`src/rtl/life_event_ctrl.sv`:
```
// Purpose : player life/powerup event controller (hit, shield, immunity blink, extra life, game over).
// Latency : input change sampled at frame edge N is visible on the registered outputs after edge N+1.
// Backpressure: none; level inputs, one-frame pulse and level outputs, no handshake.
//
// Ports:
//   frame_clk    frame-rate clock, all state changes on its rising edge
//   Reset        asynchronous active-high reset
//   enemy_hit    level, player overlaps an enemy or projectile
//   pickup_star  level, player overlaps a star (powerup) item
//   pickup_heart level, player overlaps a heart item
//   lose_game    level from the lives counter, game over
//   lose_life    one-frame pulse, decrement lives
//   extralife    one-frame pulse, increment lives (only while powerup is high)
//   powerup      level, powerup active
//   invuln       level, hit immunity window active
//   blink        sprite visibility toggle during immunity
module life_event_ctrl #(
    parameter int INVULN_FRAMES  = 120,
    parameter int POWERUP_FRAMES = 300,
    parameter int BLINK_HALF     = 8
) (
    input  logic frame_clk,
    input  logic Reset,
    input  logic enemy_hit,
    input  logic pickup_star,
    input  logic pickup_heart,
    input  logic lose_game,
    output logic lose_life,
    output logic extralife,
    output logic powerup,
    output logic invuln,
    output logic blink
);

    localparam logic [8:0] INV_LOAD   = 9'(INVULN_FRAMES);
    localparam logic [8:0] PWR_LOAD   = 9'(POWERUP_FRAMES);
    localparam logic [5:0] BLINK_LAST = 6'(BLINK_HALF - 1);

    typedef enum logic [1:0] {
        NORMAL = 2'd0,
        HIT    = 2'd1,
        IMMUNE = 2'd2,
        DEAD   = 2'd3
    } state_t;

    state_t     state_q, state_d;

    // Previous input level and registered rising-edge event per input.
    logic       hit_prev_q, star_prev_q, heart_prev_q;
    logic       hit_ev_q, star_ev_q, heart_ev_q;

    logic [8:0] imm_cnt_q, imm_cnt_d;
    logic [8:0] pwr_cnt_q, pwr_cnt_d;
    logic [5:0] blink_cnt_q, blink_cnt_d;

    logic       lose_life_d, extralife_d, powerup_d, invuln_d, blink_d;
    logic       pwr_active;
    logic       hit_accept;

    // Edge detection. Registering the event (rather than using it
    // combinationally) gives the one-frame input-to-output latency, and the
    // zeroed previous-level registers make an input held high across reset
    // release count as a fresh rising edge.
    always_ff @(posedge frame_clk or posedge Reset) begin
        if (Reset) begin
            hit_prev_q   <= 1'b0;
            star_prev_q  <= 1'b0;
            heart_prev_q <= 1'b0;
            hit_ev_q     <= 1'b0;
            star_ev_q    <= 1'b0;
            heart_ev_q   <= 1'b0;
        end else begin
            hit_prev_q   <= enemy_hit;
            star_prev_q  <= pickup_star;
            heart_prev_q <= pickup_heart;
            hit_ev_q     <= enemy_hit & ~hit_prev_q;
            star_ev_q    <= pickup_star & ~star_prev_q;
            heart_ev_q   <= pickup_heart & ~heart_prev_q;
        end
    end

    // State, counters and registered outputs.
    always_ff @(posedge frame_clk or posedge Reset) begin
        if (Reset) begin
            state_q     <= NORMAL;
            imm_cnt_q   <= '0;
            pwr_cnt_q   <= '0;
            blink_cnt_q <= '0;
            lose_life   <= 1'b0;
            extralife   <= 1'b0;
            powerup     <= 1'b0;
            invuln      <= 1'b0;
            blink       <= 1'b0;
        end else begin
            state_q     <= state_d;
            imm_cnt_q   <= imm_cnt_d;
            pwr_cnt_q   <= pwr_cnt_d;
            blink_cnt_q <= blink_cnt_d;
            lose_life   <= lose_life_d;
            extralife   <= extralife_d;
            powerup     <= powerup_d;
            invuln      <= invuln_d;
            blink       <= blink_d;
        end
    end

    // Next-state, counter and output decode.
    always_comb begin
        state_d     = state_q;
        imm_cnt_d   = imm_cnt_q;
        blink_cnt_d = blink_cnt_q;
        blink_d     = 1'b0;
        hit_accept  = 1'b0;
        pwr_active  = (pwr_cnt_q != 9'd0);

        case (state_q)
            NORMAL: begin
                // An active powerup acts as a shield: the hit is dropped.
                if (hit_ev_q && !pwr_active) begin
                    hit_accept = 1'b1;
                    state_d    = HIT;
                end
            end
            HIT: begin
                state_d     = IMMUNE;
                imm_cnt_d   = INV_LOAD;
                blink_cnt_d = '0;
            end
            IMMUNE: begin
                // Leaving on the frame the count would hit zero keeps invuln
                // high for exactly INVULN_FRAMES frames.
                if (imm_cnt_q <= 9'd1) begin
                    state_d     = NORMAL;
                    imm_cnt_d   = '0;
                    blink_cnt_d = '0;
                end else begin
                    imm_cnt_d = imm_cnt_q - 9'd1;
                    blink_d   = blink;
                    if (blink_cnt_q == BLINK_LAST) begin
                        blink_cnt_d = '0;
                        blink_d     = ~blink;
                    end else begin
                        blink_cnt_d = blink_cnt_q + 6'd1;
                    end
                end
            end
            default: begin
                state_d = DEAD;
            end
        endcase

        // Star reload restarts the full window; otherwise count down and
        // saturate at zero.
        if (star_ev_q) begin
            pwr_cnt_d = PWR_LOAD;
        end else if (pwr_active) begin
            pwr_cnt_d = pwr_cnt_q - 9'd1;
        end else begin
            pwr_cnt_d = pwr_cnt_q;
        end

        // An accepted hit only happens with powerup low, so a heart can never
        // pay out in the same frame as a lost life.
        extralife_d = heart_ev_q && pwr_active && !hit_accept;

        // Game over overrides everything and is sticky until Reset.
        if (lose_game || state_q == DEAD) begin
            state_d     = DEAD;
            imm_cnt_d   = '0;
            pwr_cnt_d   = '0;
            blink_cnt_d = '0;
            blink_d     = 1'b0;
            extralife_d = 1'b0;
        end

        lose_life_d = (state_d == HIT);
        invuln_d    = (state_d == IMMUNE);
        powerup_d   = (pwr_cnt_d != 9'd0);
    end

endmodule

```
`config.mk`:
```
export PLATFORM = sky130hd
export DESIGN_NAME = life_event_ctrl
export DESIGN_NICKNAME = d
export VERILOG_FILES = /design/src/rtl/life_event_ctrl.sv
export SDC_FILE = /design/constraint.sdc
export NUM_CORES = 1
export LEC_CHECK = 0
export BUFFER_PORTS_ARGS = -buffer_cell sky130_fd_sc_hd__buf_2
export CAP_MARGIN = 10
export CORE_MARGIN = 2
export CORE_UTILIZATION = 55
export DETAILED_ROUTE_END_ITERATION = 7
export PLACE_DENSITY = 0.77
export SLEW_MARGIN = 20
export SYNTH_ARGS = -nofsm -noshare
export SYNTH_HDL_FRONTEND = slang
export SYNTH_SLANG_ARGS = --single-unit
```
`constraint.sdc`:
```
create_clock -name frame_clk -period 4.05 [get_ports frame_clk]
set_input_delay 1.0125 -clock frame_clk [delete_from_list [all_inputs] [get_ports frame_clk]]
set_output_delay 1.0125 -clock frame_clk [all_outputs]
set_load 0.02 [all_outputs]
```
Word-level counts from Yosys, hierarchy flattened
Cells that the tools add are included.
- $add $sub $neg: 3
- multiply operators: 0
- div/mod/pow operators: 0
- magnitude comparators: 1
- eq/ne operators: 7
- shift operators: 0
- mux-type cells: 21
- bitwise logic cells: 7
- reduce and logical (&&, ||, !) cells: 10
- operators by type and width (operator ; count):
    $mux W9 ; 5
    $mux W6 ; 3
    $pmux W9 S2 ; 1
    $reduce_bool A9 Y1 ; 2
    $sub A9 B1 Y9 const B ; 2
    $pmux W6 S2 ; 1
    $le A9 B1 Y1 const B ; 1
    $mux W1 ; 7
    $add A6 B1 Y6 const B ; 1
    $eq A2 B2 Y1 const B ; 3
    $eq A6 B3 Y1 const B ; 1
    $mux W2 ; 3
    $pmux W2 S3 ; 1
    $eq A2 B1 Y1 const B ; 2
    $ne A4 B4 Y1 const B ; 1
    $not A1 Y1 ; 4
    $and A1 B1 Y1 ; 3
    $logic_and A1 B1 Y1 ; 3
    $reduce_bool A3 Y1 ; 1
    $logic_not A1 Y1 ; 2
    $logic_not A2 Y1 ; 1
    $logic_or A1 B1 Y1 ; 1
- register bits after elaboration: 37
- bits in latches: 0
- bits in writable memories: 0
- memory bits (read-only): 0
- input bits: 6
- output and inout port bits: 5
- logic and storage cells: 64
- memories: 0

Longest topological paths before layout
Gate-level depths: netlist of the first run.
- depth after elaboration: 8
- gate-level depth with buffers: 8
- gate-level depth less buffers: 7

Least setup slack after synthesis of the first run
Ideal clock, no wire load.
- kind: input-to-reg
- start: in lose_game
- end: reg blink_cnt_q[5]
- setup time: 126 ps
- data arrival time: 2223 ps
- required time: 3924 ps
- slack: 1701 ps
- stages on the path: 7
- path buffers: 2
- path through: clkbuf_1 or3_1 clkbuf_1 nand4_1 or2_2 xor2_1 nor2_1
- cells in the longest elaborated chain, start to end: 2
- elaborated cells between the ends (all ways): 3
- classes of those cells: 1 x mux; 2 x reduce/logical
- RTL lines (what ; RTL line ; text):
    start, declared ; 27 ; input logic lose_game,
    $logic_or A1 B1 Y1 (*) ; 167 ; if (lose_game || state_q == DEAD) begin
    $reduce_bool A3 Y1 (no line) or $mux W6 (tied branches) ; -- ;
    end signal, assigned ; 98 ; blink_cnt_q <= blink_cnt_d;
    end, declared ; 54 ; logic [5:0] blink_cnt_q, blink_cnt_d;
Mark *: on every way between the ends. The rest lies on a longest branch, timed or not.
A chain may end at the register's enable or synchronous reset.

Worst setup path in the final report of the first run
- start: reg pwr_cnt_q[0]
- end: reg powerup
- cells in the longest elaborated chain, start to end: 5
- elaborated cells between the ends (all ways): 6
- classes of those cells: 1 x add/sub; 3 x mux; 2 x reduce/logical
- RTL lines (what ; RTL line ; text):
    start, declared ; 53 ; logic [8:0] pwr_cnt_q, pwr_cnt_d;
    start signal, assigned ; 97 ; pwr_cnt_q <= pwr_cnt_d;
    $sub A9 B1 Y9 or $reduce_bool A9 Y1 (tied branches) ; 157, 114 ;
    $mux W9 (*) ; 156 ; end else if (pwr_active) begin
    $mux W9 (*) ; 154 ; if (star_ev_q) begin
    $mux W9 (*) ; 167 ;
    $reduce_bool A9 Y1 (*) ; 178 ; powerup_d = (pwr_cnt_d != 9'd0);
    net powerup_d ; 56 ; logic lose_life_d, extralife_d, powerup_d, invuln_d, blink_d;
    end signal, assigned ; 101 ; powerup <= powerup_d;
    end, declared ; 30 ; output logic powerup,
Mark *: on every way through the listed nets, which the timed path passes. The rest lies on a longest branch.

==> results of run 1 <==
-- final timing paths --
check,slack (ns),endpoint,from,cells past startpoint
max reg2reg,1.57,powerup,pwr_cnt_q[0],7
max in group asynchronous,2.99,pwr_cnt_q[4],Reset,3
min in group asynchronous,0.75,imm_cnt_q[0],Reset,3
max,1.57,powerup,pwr_cnt_q[0],7
min,0.40,hit_ev_q,hit_prev_q,1
min reg2reg,0.40,hit_ev_q,hit_prev_q,1
-- flip-flops by register name, indices dropped and copies added, names as in the netlist --
name,cells
powerup,1
hit_ev_q,1
star_ev_q,1
blink,1
imm_cnt_q,9
heart_ev_q,1
star_prev_q,1
blink_cnt_q,6
extralife,1
invuln,1
pwr_cnt_q,9
hit_prev_q,1
lose_life,1
heart_prev_q,1
state_q,2
-- synth_stat cells (all sizes together), types with 5 or more instances --
master / instances / share of area
and3: 5 / 0.020
inv: 10 / 0.020
or3: 5 / 0.021
o21ai: 8 / 0.022
a21oi: 11 / 0.030
a31oi: 8 / 0.027
dfrtp: 37 / 0.50
nand2: 16 / 0.032
clkbuf: 7 / 0.014
nor2b: 5 / 0.017
nor2: 14 / 0.028
nor3: 12 / 0.032
-- metrics by stage --
| step | power [W] | setup slack (ns) |
|---|---|---|
| after detailed placement | 0.000396 | 1.59 |
| after global placement | 0.000396 | 1.70 |
| after global routing | 0.000604 | 1.40 |
| after floorplan | 0.000391 | 1.70 |
| after CTS | 0.000578 | 1.58 |
| final | 0.000569 | 1.57 |
-- routing by layer --
metal / vias up / global-route usage
met5: - / 0
met4: 0 / 0.0912
met3: 9 / 0.0642
met2: 44 / 0.308
met1: 683 / 0.272
li1: 710 / -
-- power breakdown --
| group | leakage [nW] | switching [W] | internal (W) |
|---|---|---|---|
| Clock | 0.0265 | 0.000112 | 0.0000691 |
| Combinational | 0.364 | 0.00000975 | 0.00000443 |
| Sequential | 0.497 | 0.00000204 | 0.000372 |
-- cells by family (layout without fill, tap and decap cells) --
logic type,count (synthesis),in the layout
buf+inv,18,29
mux,3,3
simple gates,81,81
compound gates,43,43
flops,37,37
xor+xnor,6,6
fa+ha+maj,4,4
-- area by class of cell --
| type | count | area [sq um] |
|---|---|---|
| Clock buffer | 8 | 48.8 |
| Fill cell | 285 | 1300 |
| Tap cell | 46 | 57.6 |
| Timing Repair Buffer | 11 | 57.6 |
| Inverter | 10 | 37.5 |
| Multi-Input combinational cell | 137 | 858 |
| Sequential cell | 37 | 926 |
-- critical path: cells and delay by family (launching register included) --
family,cells,cell delay [ns]
flip-flops,1,0.42
AO/OA/AOI/OAI,1,0.26
adder cells (fa/ha/maj),1,0.20
AND/OR/NAND/NOR,3,1.14
buffers and inverters,1,0.12
multiplexers,1,0.20
==> impl_metrics.tcl, run 1 <==
set metrics [dict create \
    outcome "finished clean" \
    postLayoutCoreUtil 0.605 \
    cp_cell_sequence "inv_1 -> ha_1 -> or3b_4 -> nor4_1 -> mux2i_1 -> o21ai_0 -> nand4b_1" \
    fin_crit_sh 0.612 \
    drc 0 \
    synth_top_family_by_area "simple AND/OR/NAND/NOR gates" \
    rows 21 \
    layout_commonest_cell "dfrtp_1" \
    syn_nets 202 \
    h-tree-depth 2 \
    drt_pass1_iterations 4 \
    final_nets 212 \
    dpl.cell_count 241 \
    cts_tree "yes" \
    synth_cells 192 \
    setup_tns_ns 0 \
    viasPerCell 5.81 \
    antenna_found_initial 0 \
    coreArea_sq_um 3280 \
    rsz0062_at_grt "no" \
    synth-simple-area-share 0.242 \
    synth_compound_area_frac 0.150 \
    syn2layout_area_growth_pct 7.16 \
    instances_no_fill 249 \
    design_area_sq_um 1990 \
    min_period_ns 2.48 \
    cts_resized 0 \
    cts_sinks 37 \
    yosys_warnings 0 \
    syn_area_sq_um 1850 \
    cts_root_buffer "clkbuf_4" \
    clock_path_buffers 2 \
    ir_drop_uv 190 \
    cp_max_fo 5 \
    grt_pass1_wl_microns 5630 \
    place_area_sq_um 1940 \
    die_height_microns 62.0 \
    wl_met3_microns 194 \
    yosysUniqueCellTypes 45 \
    cp-end-kind "register" \
    m1WireLength_microns 1590 \
    route.met2.wl_microns 1570 \
    synth_seq_area_share 0.500 \
    leakage_nw 0.887 \
    boundaryPins 11 \
    layout_common_cells "dfrtp_1 (37), nand2_1 (16), nor2_1 (14), nor3_1 (12), a21oi_1 (11)" \
    drive_above_1_share 0.133 \
    dieWidth_microns 62.0 \
    hold_ws_ns 0.402 \
    tightest_slew_ns 0.696 \
    slew_violations 0 \
    wire_per_inst_microns 13.7 \
    postCtsHoldBufs 0 \
    synth_flop_cell "dfrtp_1" \
    finalSetupViolCount 0 \
    gp_congestion 0.937 \
    clk_latency_ns 0.34 \
    die_area_sq_um 3850 \
    hp-class "register to register" \
    ant_nets 0 \
    slew_headroom 0.532 \
    cp.required_ns 4.25 \
    post_cts_buffers 0 \
    track_usage 0.205 \
    start_util 0.564 \
    cts_buffers 5 \
    skew_ns 0.00664 \
    crit_path_top_delay_cell "nor4_1" \
    max_stage_delay_ns 0.60 \
    yosys.area_share.adder 0.0270 \
    ys_ff_latch 37 \
    hold_violations 0 \
    synthXorXnorAreaFrac 0.0284 \
    avgSynthCellArea_sq_um 9.65 \
    path_clk_slew_ns 0.10 \
    critPathKind "register to register" \
    vias 1446 \
    highest_layer "met4" \
    grt_pass1_vias 1303 \
    grt_max_degree 38 \
    routed_wl_microns 3420 \
    grt_overflow 0 \
    synth.area.mux_share 0.0162 \
    n_antenna_cell 0 \
    fmax_mhz 404 \
    async_flop_share 1.00 \
    synth_edf_count 0 \
    io_buffers 10 \
    maxCapViolCount 0 \
    arrival_ns 2.68 \
    dpl.hpwl_microns 2420 \
    drt_iter0_drc 120 \
    power_density_nw_per_um2 287 \
    startpoint_type "register" \
]
No activity file was read; power rests on OpenSTA's default activity.
==> inputs of run 2 (changes only) <==
Clock period 4.05 ns to 2.3 ns, I/O delays scaled along.
==> run 2 against run 1 <==
Effect of this change:
- power rose by 81%
- wire length up 5.4%
- design area up 4.3%
- core utilization is 2.6 points higher
- sequential power increased by 76%
- non-clock buffer count up 9
- combinational power rose by 81%
- critical path type unchanged
- largest cell class unchanged
==> impl_metrics.tcl, run 2 (synthesis gave the netlist of run 1 again) <==
set metrics [dict create \
    drive_above_1_share 0.190 \
    grt_pass1_wl_microns 6070 \
    startpoint_type "register" \
    cpLargestDelayFamily "simple AND/OR/NAND/NOR gates" \
    h-tree-depth 2 \
    cp-end-kind "register" \
    viasPerCell 5.73 \
    grt_pass1_vias 1393 \
    slew_violations 0 \
    hold_ws_ns 0.318 \
    drt_iter0_drc 126 \
    wire_per_inst_microns 14.0 \
    max_stage_delay_ns 0.43 \
    ir_drop_uv 390 \
    top_regs "imm_cnt_q: 9 flops, pwr_cnt_q: 9 flops, blink_cnt_q: 6 flops" \
    antenna_found_initial 0 \
    hold_violations 0 \
    n_antenna_cell 0 \
    hp-class "input port to asynchronous set/reset pin" \
    ant_nets 0 \
    cp.required_ns 2.49 \
    skew_ns 0.0154 \
    cts_buffers 5 \
    maxCapViolCount 0 \
    syn2layout_area_growth_pct 11.8 \
    arrival_ns 2.39 \
    rsz0062_at_grt "no" \
    power_density_nw_per_um2 498 \
    fmax_mhz 455 \
    io_buffers 10 \
    track_usage 0.220 \
    dieWidth_microns 62.0 \
    critPathKind "register to register" \
    final_nets 221 \
    ff2ff_path_depth 7 \
    nFillCells 270 \
    path_clk_slew_ns 0.12 \
    start_util 0.564 \
    dpl.cell_count 248 \
    boundaryPins 11 \
    layout_common_cells "dfrtp_1 (37), nand2_1 (16), nor2_1 (14), nor3_1 (12), a21oi_1 (11)" \
    min_period_ns 2.20 \
    die_area_sq_um 3850 \
    cts_tree "yes" \
    clk_latency_ns 0.34 \
    cts_root_buffer "clkbuf_4" \
    coreArea_sq_um 3280 \
    path_buf_inv 1 \
    rows 21 \
    routed_wl_microns 3600 \
    finalSetupViolCount 0 \
    dpl.hpwl_microns 2610 \
    crit_path_top_delay_cell "or4_4" \
    instances_no_fill 257 \
    cp.depth 7 \
    gp_congestion 0.893 \
    grt_max_degree 38 \
    drc 0 \
    grt_overflow 0 \
    layout_commonest_cell "dfrtp_1" \
    outcome "finished clean" \
    cp_cell_sequence "inv_2 -> ha_4 -> or3b_4 -> or4_4 -> a211o_1 -> and3_4 -> nand4b_1" \
    cp_max_fo 5 \
    vias 1472 \
    drt_pass1_iterations 4 \
    clock_path_buffers 2 \
    fin_crit_sh 0.956 \
    cts_sinks 37 \
    die_height_microns 62.0 \
    slew_headroom 0.595 \
    leakage_nw 0.936 \
    tightest_slew_ns 0.606 \
]
run 2: stage by stage:
| step | util | setup WS, ns | setup TNS (ns) | area (sq um) | power [W] |
|---|---|---|---|---|---|
| after global routing | 0.631 | 0.0426 | 0 | 2070 | 0.00109 |
| final | 0.631 | 0.100 | 0 | 2070 | 0.00103 |
| after floorplan | - | 0.0549 | 0 | 1850 | 0.000688 |
| after global placement | 0.606 | 0.0575 | 0 | 1990 | 0.000698 |
| after CTS | 0.628 | 0.00938 | 0 | 2060 | 0.00105 |
| after detailed placement | 0.606 | -0.0408 | -0.0408 | 1990 | 0.000699 |
run 2: layout make-up:
class,instances,area [sq um],share of cell area
Tap cell,46,57.6,0.0278
Inverter,10,37.5,0.0181
Multi-Input combinational cell,137,871,0.420
Clock buffer,7,55.1,0.0266
Timing Repair Buffer,20,125,0.0604
Sequential cell,37,926,0.447
run 2: worst min-delay path, delay by kind of cell:
| family | cells | cell delay [ns] |
|---|---|---|
| buf+inv | 3 | 0.52 |
run 2: power breakdown:
part           leakage (nW)  internal [W]  total (W)  switching [W]
combinational         0.408    0.00000782  0.0000257      0.0000178
sequential            0.497      0.000655   0.000659     0.00000390
clock                0.0314      0.000145   0.000348       0.000203
run 2: routing by layer:
metal | vias up | track usage | wire, microns
li1 | 723 | - | -
met2 | 45 | 0.344 | 1720
met1 | 697 | 0.285 | 1650
met3 | 7 | 0.0497 | 172
met4 | 0 | 0.112 | 62
met5 | - | 0 | 0
run 2: path summary, 6_finish.rpt:
kind                         startpoint              to  slack, ns
setup reg to reg           pwr_cnt_q[1]         powerup       0.10
min in group frame_clk      pickup_star     star_prev_q       0.36
hold / removal                    Reset  blink_cnt_q[2]       0.32
setup / recovery           pwr_cnt_q[1]         powerup       0.10
max in group asynchronous         Reset    imm_cnt_q[6]       1.65
hold reg to reg             star_prev_q       star_ev_q       0.40
run 2: timing repair:
action	4_1_cts	5_1_grt
resized for setup	1	5
pin swaps	1	2
setup endpoints to repair	2	3
buffers inserted	2	0
hold buffers	0	0
==> inputs of run 3 (changes only) <==
--- a/config.mk
+++ b/config.mk
@@ -7,2 +7,3 @@
 export LEC_CHECK = 0
+export ABC_AREA = 1
 export BUFFER_PORTS_ARGS = -buffer_cell sky130_fd_sc_hd__buf_2
==> constraint.sdc (replaced) <==
create_clock -name frame_clk -period 2.3 [get_ports frame_clk]
set_input_delay 0.345 -clock frame_clk [delete_from_list [all_inputs] [get_ports frame_clk]]
set_output_delay 0.345 -clock frame_clk [all_outputs]
set_load 0.02 [all_outputs]
==> run 3 against run 2 <==
Effect of this change:
- critical path depth is 4 higher
- die area shrank 2.1%
- combinational power is 9.3% lower
- clock power down 3%
- core utilization rose by 0.54 points
- clock-buffer cell count down 2
- fmax is 28% higher
- design area down 4.7%
- critical endpoint unchanged
- first-iteration DRC count decreased by 66%
==> impl_metrics.tcl, run 3 <==
set metrics [dict create \
    outcome "finished clean" \
    antenna_found_initial 0 \
    viasPerCell 4.99 \
    grt_pass1_vias 1308 \
    start_util 0.584 \
    drt_iter0_drc 43 \
    coreArea_sq_um 3100 \
    cts_buffers 5 \
    synthXorXnorAreaFrac 0.0483 \
    yosys.area.top_type_share 0.511 \
    synth_top_family_by_area "simple AND/OR/NAND/NOR gates" \
    design_area_sq_um 1970 \
    die_height_microns 61.4 \
    rows 20 \
    slew_violations 0 \
    min_period_ns 1.72 \
    power_density_nw_per_um2 516 \
    crit_path_top_delay_cell "dfrtp_1" \
    yosysUniqueCellTypes 22 \
    path_clk_slew_ns 0.11 \
    p_total_w 0.00102 \
    arrival_ns 1.96 \
    synth_common_cells "nand2_1 (48), inv_1 (38), dfrtp_1 (37), nor2_1 (29), nand3_1 (17)" \
    critPathKind "register to register" \
    yosys.area.top_type "dfrtp_1" \
    dp_slack_ns 0.607 \
    fmax_mhz 582 \
    drc 0 \
    yosys.area_share.adder 0.0276 \
    boundaryPins 11 \
    syn_area_sq_um 1810 \
    maxCapViolCount 0 \
    io_buffers 10 \
    yosys_warnings 0 \
    hp-class "input port to asynchronous set/reset pin" \
    cp_max_fo 9 \
    h-tree-depth 2 \
    grt_overflow 0 \
    startpoint_type "register" \
    finalSetupViolCount 0 \
    worstReg2RegStart "pwr_cnt_q[0]" \
    fin_crit_sh 0.746 \
    leakage_nw 1.11 \
    hold_violations 0 \
    gp_congestion 0.775 \
    ir_drop_uv 477 \
    cts_sinks 37 \
    worstReg2RegEnd "powerup" \
    r2r_slack_ns 0.58 \
    die_area_sq_um 3770 \
    grt_pass1_wl_microns 5580 \
    place_area_sq_um 1920 \
    vias 1418 \
    cp_cell_sequence "inv_1 -> ha_1 -> nand2_2 -> nor2_4 -> nand2_4 -> nand2_1 -> nand2_1 -> nand2_1 -> nand2_1 -> nor2_1 -> nand3_1" \
    layout_common_cells "nand2_1 (48), inv_1 (38), dfrtp_1 (37), nor2_1 (29), nand3_1 (17)" \
    syn2layout_area_growth_pct 8.98 \
    skew_ns 0.00816 \
    avgSynthCellArea_sq_um 8.16 \
    n_antenna_cell 0 \
    synth_most_common_cell "nand2_1" \
    synth_cells 222 \
    rsz0062_at_grt "no" \
    dpl.hpwl_microns 2360 \
    synth_seq_area_share 0.511 \
    ant_nets 0 \
    dieWidth_microns 61.4 \
    postCtsHoldBufs 0 \
    synth_flop_cell "dfrtp_1" \
    crit_path_frequent_cell "nand2_1" \
    synth.area.mux_share 0 \
    tightest_slew_ns 0.460 \
    max_stage_delay_ns 0.40 \
    setup_ws_ns 0.583 \
    synth-simple-area-share 0.253 \
    synth_compound_area_frac 0.0787 \
    top_regs "imm_cnt_q: 9 flops, pwr_cnt_q: 9 flops, blink_cnt_q: 6 flops" \
    postLayoutCoreUtil 0.636 \
    clock_path_buffers 2 \
    cts_root_buffer "clkbuf_4" \
    post_cts_buffers 0 \
    final_nets 249 \
    cp.required_ns 2.54 \
    setup_tns_ns 0 \
    syn_nets 232 \
    routed_wl_microns 3270 \
    layout_commonest_cell "nand2_1" \
    wire_per_inst_microns 11.5 \
    ys_ff_latch 37 \
    synth_edf_count 0 \
    synth_area_leaders "dfrtp_1 (51%), nand2_1 (9.9%), inv_1 (7.9%)" \
    cts_tree "yes" \
    track_usage 0.209 \
    slew_headroom 0.693 \
    drt_pass1_iterations 4 \
    ff2ff_path_depth 11 \
    cp-end-kind "register" \
    grt_max_degree 38 \
    cts_resized 0 \
    drive_above_1_share 0.100 \
    clk_latency_ns 0.35 \
    async_flop_share 1.00 \
]
## run 3: cell count changes after synthesis, moves of 6 or more
cell,before,now
nor2_1,14,29
inv_1,10,38
nand2_1,16,48
clkbuf_1,7,0
nor3_1,12,2
a31oi_1,8,2
nand3_1,4,17
## run 3: cell families (layout without fill, tap and decap cells)
logic type | count (synthesis) | after routing
compound gates | 26 | 26
xor+xnor | 10 | 10
fa+ha+maj | 4 | 4
buf+inv | 39 | 57
flops | 37 | 37
simple gates | 106 | 106
## run 3: per-stage QoR
| stage | cells | hold slack [ns] |
|---|---|---|
| after floorplan | 222 | 0.376 |
| after global placement | 276 | 0.380 |
| after detailed placement | 276 | 0.379 |
| after CTS | 284 | 0.0837 |
| after global routing | 284 | 0.0902 |
| final | 284 | 0.0698 |
## run 3: how the worst max path moves through the flow
stage	start	cells past startpoint	endpoint	slack (ns)
6_report	pwr_cnt_q[0]	11	powerup	0.58
4_1_cts	pwr_cnt_q[0]	11	powerup	0.59
3_5_place_dp	pwr_cnt_q[0]	11	powerup	0.61
3_3_place_gp	pwr_cnt_q[0]	11	powerup	0.68
5_1_grt	pwr_cnt_q[0]	11	powerup	0.44
2_1_floorplan	pwr_cnt_q[0]	11	powerup	0.80
## run 3: area by class of cell
class                   instances  area, sq um
repair buffers                 11         57.6
inverters                      38          143
flip-flops and latches         37          926
multi-input cells             146          738
clock buffers                   5         37.5
clock inverters                 3         17.5
well taps                      44         55.1
fillers                       269         1130
## run 3: critical path: cells and delay by family (launching register included)
family        cells  cell delay [ns]
fa+ha+maj         1             0.25
flops             1             0.40
buf+inv           1             0.16
simple gates      9             0.81
## run 3: layer usage
layer  global-route usage  routed length, microns  up-vias
li1                     -                       -      737
met3               0.0483                     132        0
met2                0.321                    1540       26
met5                    0                       0        -
met1                0.281                    1590      655
met4                0.100                       0        0
## run 3: power by group
part           internal [W]  switching (W)
logic            0.00000617      0.0000171
clock network      0.000115       0.000224
registers          0.000655     0.00000186
total              0.000777       0.000242
